**src/rtl/param_loader.sv**
```systemverilog
// param_loader: synchronises/debounces the switch bank and buttons, latches the run
// parameters and sequences the CPU core reset. Optional macro: PARAM_LOADER_AUTOSTART_EN.
module param_loader #(
   parameter int unsigned DEBOUNCE_CYCLES = 1000000,
   parameter logic [15:0] MAX_FLOORS      = 16'hFFFF
) (
   input  logic        clk_i,
   input  logic        rst_i,
   input  logic [15:0] in_data_i,
   input  logic        load_floors_btn_i,
   input  logic        load_resist_btn_i,
   input  logic        start_btn_i,
   output logic [15:0] init_floors_o,
   output logic [15:0] init_resistance_o,
   output logic        cpu_rst_o,
   output logic        params_ready_o,
   output logic        param_error_o,
   output logic [1:0]  state_o
);

   typedef enum logic [1:0] {
      S_IDLE    = 2'd0,
      S_PARTIAL = 2'd1,
      S_READY   = 2'd2,
      S_RUN     = 2'd3
   } state_e;

   localparam int            CW       = $clog2(DEBOUNCE_CYCLES + 1);
   localparam logic [CW-1:0] CNT_LAST = CW'(DEBOUNCE_CYCLES - 1);

`ifdef PARAM_LOADER_AUTOSTART_EN
   localparam int NB = 2;
   logic [NB-1:0] btn_raw;
   assign btn_raw = {load_resist_btn_i, load_floors_btn_i};
`else
   localparam int NB = 3;
   logic [NB-1:0] btn_raw;
   assign btn_raw = {start_btn_i, load_resist_btn_i, load_floors_btn_i};
`endif

   logic [NB-1:0] btn_s1_q, btn_s2_q;
   logic [15:0]   data_s1_q, data_s2_q;
   logic [NB-1:0] pulse;

   // NOTE: synchroniser flops are plain registers, so resetting them costs nothing and
   // keeps the first post-reset cycles deterministic; a RAM array would be left unreset.
   always_ff @(posedge clk_i or negedge rst_i) begin
      if (!rst_i) begin
         btn_s1_q  <= '0;
         btn_s2_q  <= '0;
         data_s1_q <= '0;
         data_s2_q <= '0;
      end else begin
         // NOTE: non-blocking assignments let every stage sample the previous value.
         btn_s1_q  <= btn_raw;
         btn_s2_q  <= btn_s1_q;
         data_s1_q <= in_data_i;
         data_s2_q <= data_s1_q;
      end
   end

   for (genvar i = 0; i < NB; i++) begin : g_deb
      logic [CW-1:0] cnt_q;
      logic          level_q, prev_q, pulse_q;

      always_ff @(posedge clk_i or negedge rst_i) begin
         if (!rst_i) begin
            cnt_q   <= '0;
            level_q <= 1'b0;
            prev_q  <= 1'b0;
            pulse_q <= 1'b0;
         end else begin
            prev_q  <= level_q;
            pulse_q <= level_q & ~prev_q;
            if (btn_s2_q[i] == level_q) begin
               cnt_q <= '0;
            end else if (cnt_q == CNT_LAST) begin
               level_q <= btn_s2_q[i];
               cnt_q   <= '0;
            end else begin
               cnt_q <= cnt_q + CW'(1);
            end
         end
      end

      assign pulse[i] = pulse_q;
   end

   logic fl_p, rs_p, start_req;
   assign fl_p = pulse[0];
   assign rs_p = pulse[1];
`ifdef PARAM_LOADER_AUTOSTART_EN
   assign start_req = 1'b1;
`else
   assign start_req = pulse[2];
`endif

   state_e      state_q, state_d;
   logic [15:0] floors_q, floors_d, resist_q, resist_d;
   logic        fl_ok_q, fl_ok_d, rs_ok_q, rs_ok_d;
   logic        err_q, err_d, cpu_rst_q, ready_q;
   logic        floors_valid;

   assign floors_valid = (floors_q != 16'd0) && ({1'b0, floors_q} <= {1'b0, MAX_FLOORS});

   always_comb begin
      // NOTE: every variable gets its hold value first so no path can infer a latch.
      state_d  = state_q;
      floors_d = floors_q;
      resist_d = resist_q;
      fl_ok_d  = fl_ok_q;
      rs_ok_d  = rs_ok_q;
      err_d    = err_q;
      if (fl_p || rs_p) begin
         if (fl_p) begin
            floors_d = data_s2_q;
            fl_ok_d  = 1'b1;
         end
         if (rs_p) begin
            resist_d = data_s2_q;
            rs_ok_d  = 1'b1;
         end
         err_d   = 1'b0;
         state_d = (fl_ok_d && rs_ok_d) ? S_READY : S_PARTIAL;
      end else if (state_q == S_READY && start_req) begin
         if (floors_valid) begin
            state_d = S_RUN;
            err_d   = 1'b0;
         end else begin
            err_d = 1'b1;
         end
      end
   end

   // Status outputs are registered from the next state so they align with state_o.
   always_ff @(posedge clk_i or negedge rst_i) begin
      if (!rst_i) begin
         state_q   <= S_IDLE;
         floors_q  <= '0;
         resist_q  <= '0;
         fl_ok_q   <= 1'b0;
         rs_ok_q   <= 1'b0;
         err_q     <= 1'b0;
         cpu_rst_q <= 1'b1;
         ready_q   <= 1'b0;
      end else begin
         state_q   <= state_d;
         floors_q  <= floors_d;
         resist_q  <= resist_d;
         fl_ok_q   <= fl_ok_d;
         rs_ok_q   <= rs_ok_d;
         err_q     <= err_d;
         cpu_rst_q <= (state_d != S_RUN);
         ready_q   <= (state_d == S_READY) || (state_d == S_RUN);
      end
   end

   assign init_floors_o     = floors_q;
   assign init_resistance_o = resist_q;
   assign cpu_rst_o         = cpu_rst_q;
   assign params_ready_o    = ready_q;
   assign param_error_o     = err_q;
   assign state_o           = state_q;

endmodule
```
**config.mk**
```make
export PLATFORM = sky130hd
export DESIGN_NAME = param_loader
export DESIGN_NICKNAME = d
export VERILOG_FILES = /design/src/rtl/param_loader.sv
export SDC_FILE = /design/constraint.sdc
export NUM_CORES = 1
export LEC_CHECK = 0
export CORE_MARGIN = 3
export CORE_UTILIZATION = 35
export DETAILED_ROUTE_END_ITERATION = 12
export SYNTH_ARGS = -nofsm -noshare
export SYNTH_HDL_FRONTEND = slang
export SYNTH_SLANG_ARGS = --single-unit
```
**constraint.sdc**
```tcl
create_clock -name clk_i -period 2.89 [get_ports clk_i]
set_clock_uncertainty 0.15 [all_clocks]
set_input_delay 0.289 -clock clk_i [delete_from_list [all_inputs] [get_ports clk_i]]
set_output_delay 0.289 -clock clk_i [all_outputs]
set_load 0.01 [all_outputs]
```
==> flow_metrics.env <==
export IMPL_die_x_um=134
export IMPL_yosys_warnings=0
export IMPL_synthCells=465
export IMPL_setup_tns_ns=0
export IMPL_power_leakage_nw=3.07
export IMPL_min_path_type="input pin to flip-flop"
export IMPL_cts_made_buffers=17
export IMPL_drc=0
export IMPL_ys_seq_elements=146
export IMPL_powerDensity_nw_per_um2=613
export IMPL_setup_violations=0
export IMPL_async_flop_share_pct=100
export IMPL_die_area_um2=17900
export IMPL_finalMaxSlewViolations=0
export IMPL_ant_nets=0
export IMPL_cts_sinks=146
export IMPL_clk_pin_slew_ns=0.05
export IMPL_place_hpwl_um=7520
export IMPL_root_buffer="clkbuf_16"
export IMPL_drtIter0Drc=187
export IMPL_synth_distinct_cells=35
export IMPL_post_cts_buffers=0
export IMPL_grtUsageTotal_pct=13.1
export IMPL_synth_edf_count=0
export IMPL_final_hold_viol_count=0
export IMPL_clockBufferDepth=2
export IMPL_power_frac_clock_pct=49.8
export IMPL_drive_above_1_share_pct=14.4
export IMPL_cap_violations=0
export IMPL_io_buffers=57
export IMPL_seq_area_frac_synth_pct=63.9
export IMPL_switching_share_pct=20.1
export IMPL_power_internal_mw=3.53
export IMPL_place_ws_ns=0.584
export IMPL_drt_total_wl_um=10900
export IMPL_post_cts_resized=0
export IMPL_arrival_ns=2.49
export IMPL_diodes=0
export IMPL_whs_path_depth=1
export IMPL_grt_pass1_vias=3746
export IMPL_insertion_delay_ns=0.41
export IMPL_pwr_share_seq_pct=47.7
export IMPL_synthFlopType="dfrtp_1"
export IMPL_die_height_um=134
export IMPL_crit_required_ns=3.07
export IMPL_cts_hold_buf=1
export IMPL_peakVddDrop_mv=0.468
export IMPL_reg2reg_depth=5
export IMPL_yosysMostFrequentCell="dfrtp_1"
export IMPL_syn2layout_area_growth_pct=25.9
export IMPL_fmax_mhz=434
export IMPL_worstSetupPathType="flip-flop to flip-flop"
export IMPL_place_gp_congestion=0.859
export IMPL_fin_util_pct=45.2
export IMPL_outcome="completed"
export IMPL_cts_tree="done"
export IMPL_fin_ws_ns=0.586
export IMPL_grt_antenna_before_repair=0
export IMPL_critPathMaxFanout=7
export IMPL_yosysTopAreaCell="dfrtp_1"
export IMPL_yosys_area_top_type_share_pct=63.4
export IMPL_avgViaCountPerCell=4.91
export IMPL_wl_per_cell_um=14.2
export IMPL_netlist_top_cells_count="145 x dfrtp_1, 52 x nor2_1, 35 x mux2_2, 28 x xnor2_1, 22 x nand3_1"
export IMPL_pwr_share_comb_pct=2.5
export IMPL_crit_slowest_cell="or4_1"
export IMPL_critPathMaxStageDelay_ns=0.64
export IMPL_cpMostUsedCell="or4_1"
export IMPL_synth_nets=489
export IMPL_synth_area_um2=5720
export IMPL_start_util_pct=35.9
export IMPL_first_pass_iters=4
export IMPL_postSynthAreaPerCell_um2=12.3
export IMPL_end_kind="flip-flop"
export IMPL_holdWs_ns=0.163
export IMPL_critPathLaunchType="flip-flop"
export IMPL_final_nets=561
export IMPL_rsz0062_at_grt="no"
export IMPL_period_needed_ns=2.30
export IMPL_worstMarginPinSlew_ns=1.07
export IMPL_crit_chain="ha_1 -> nand2_1 -> or4_1 -> or4_1 -> a21oi_1"
export IMPL_core_area_um2=15900
export IMPL_grt_max_degree=75
export IMPL_gr_total_overflow=0
export IMPL_switchingPower_uw=887
export IMPL_grt_pass1_wl_um=18500
export IMPL_synth_area_leaders="dfrtp_1 63%, mux2_2 6.9%, xnor2_1 4.3%"
export IMPL_row_count=46
export IMPL_timing_final_crit_share_pct=79.7
export IMPL_cts_htree_levels=4
export IMPL_vias=3759
export IMPL_slew_headroom_pct=28.6
export IMPL_pin_count=58
-- kinds of logic after synthesis --
group,Yosys count,synth area share [%]
XOR/XNOR,43,6.59
buffers and inverters,24,1.62
multiplexers,35,6.89
AND/OR/NAND/NOR,175,16.3
adder cells (fa/ha/maj),3,0.656
AO/OA/AOI/OAI,39,4.07
flip-flops,146,63.9
-- placed cells by master (no fill, tap or decap), types with 4 or more instances in the layout --
cell and count:
nor4_1 15, o21ai_0 8, or3_1 10, nor2b_1 4, clkdlybuf4s50_1 56, o31ai_1 6
mux2_2 35, nor3_1 13, dfrtp_1 145, a21oi_1 17, and3_1 6, or4_1 8
buf_4 6, xor2_1 15, nand3_1 22, clkbuf_1 5, nor2_1 52, inv_1 12
clkbuf_16 17, xnor2_1 28, nand2_1 19, nand4_1 13
-- layout make-up --
cell class / instances / area, um^2
Fill cell: 1480 / 8740
Sequential cell: 146 / 3650
Multi-Input combinational cell: 295 / 1990
Timing Repair Buffer: 65 / 647
Clock buffer: 24 / 472
Tap cell: 216 / 270
Clock inverter: 8 / 128
Inverter: 12 / 45.0
-- through the flow --
stage / std cells / instance area (um^2) / power, mW
5_1_grt: 766 / 7200 / 4.61
2_1_floorplan: 465 / 5720 / 2.17
4_1_cts: 766 / 7200 / 4.49
3_3_place_gp: 733 / 6590 / 2.25
3_5_place_dp: 733 / 6590 / 2.26
6_report: 766 / 7200 / 4.42
-- power by group through the flow --
stage                     logic, mW  clock network (mW)  registers [mW]
final                         0.111                2.20            2.11
after global routing          0.126                2.37            2.11
after CTS                     0.117                2.27            2.11
after detailed placement      0.114                   0            2.14
after global placement        0.112                   0            2.14
after floorplan              0.0299                   0            2.14
-- critical path: cells and delay by family (launching register included) --
kind	cells	cell delay, ns
AOI/OAI and AO/OA	1	0.16
adders and majority gates	1	0.25
DFF	1	0.41
and+or+nand+nor	3	1.25
-- final timing paths --
kind | endpoint | startpoint | slack [ns]
max | g_deb[0].cnt_q[18] | g_deb[0].cnt_q[0] | 0.59
min | data_s1_q[2] | in_data_i[2] | 0.16
max reg2reg | g_deb[0].cnt_q[18] | g_deb[0].cnt_q[0] | 0.59
min reg2reg | data_s2_q[12] | data_s1_q[12] | 0.20
max in group asynchronous | cpu_rst_o | rst_i | 1.59
min in group asynchronous | g_deb[1].cnt_q[5] | rst_i | 0.19
-- state kept, by name, indices dropped and copies added (netlist names) --
register / cells
g_deb.cnt_q: 60
data_s1_q: 16
data_s2_q: 16
init_floors_o: 16
init_resistance_o: 16
btn_s1_q: 3
btn_s2_q: 3
g_deb.level_q: 3
g_deb.prev_q: 3
g_deb.pulse_q: 2
state_o: 2
cpu_rst_o: 1
fl_ok_q: 1
fl_p: 1
param_error_o: 1
params_ready_o: 1
rs_ok_q: 1
-- routing by layer --
| layer | vias to the layer above | global-route usage (%) | share of wire (%) |
|---|---|---|---|
| li1 | 1790 | - | - |
| met1 | 1870 | 17.0 | 46 |
| met2 | 87 | 20.1 | 48 |
| met3 | 12 | 4.13 | 4.6 |
| met4 | 0 | 6.00 | 1.6 |
| met5 | - | 0 | 0 |
Power figures use the tool's default switching activity.
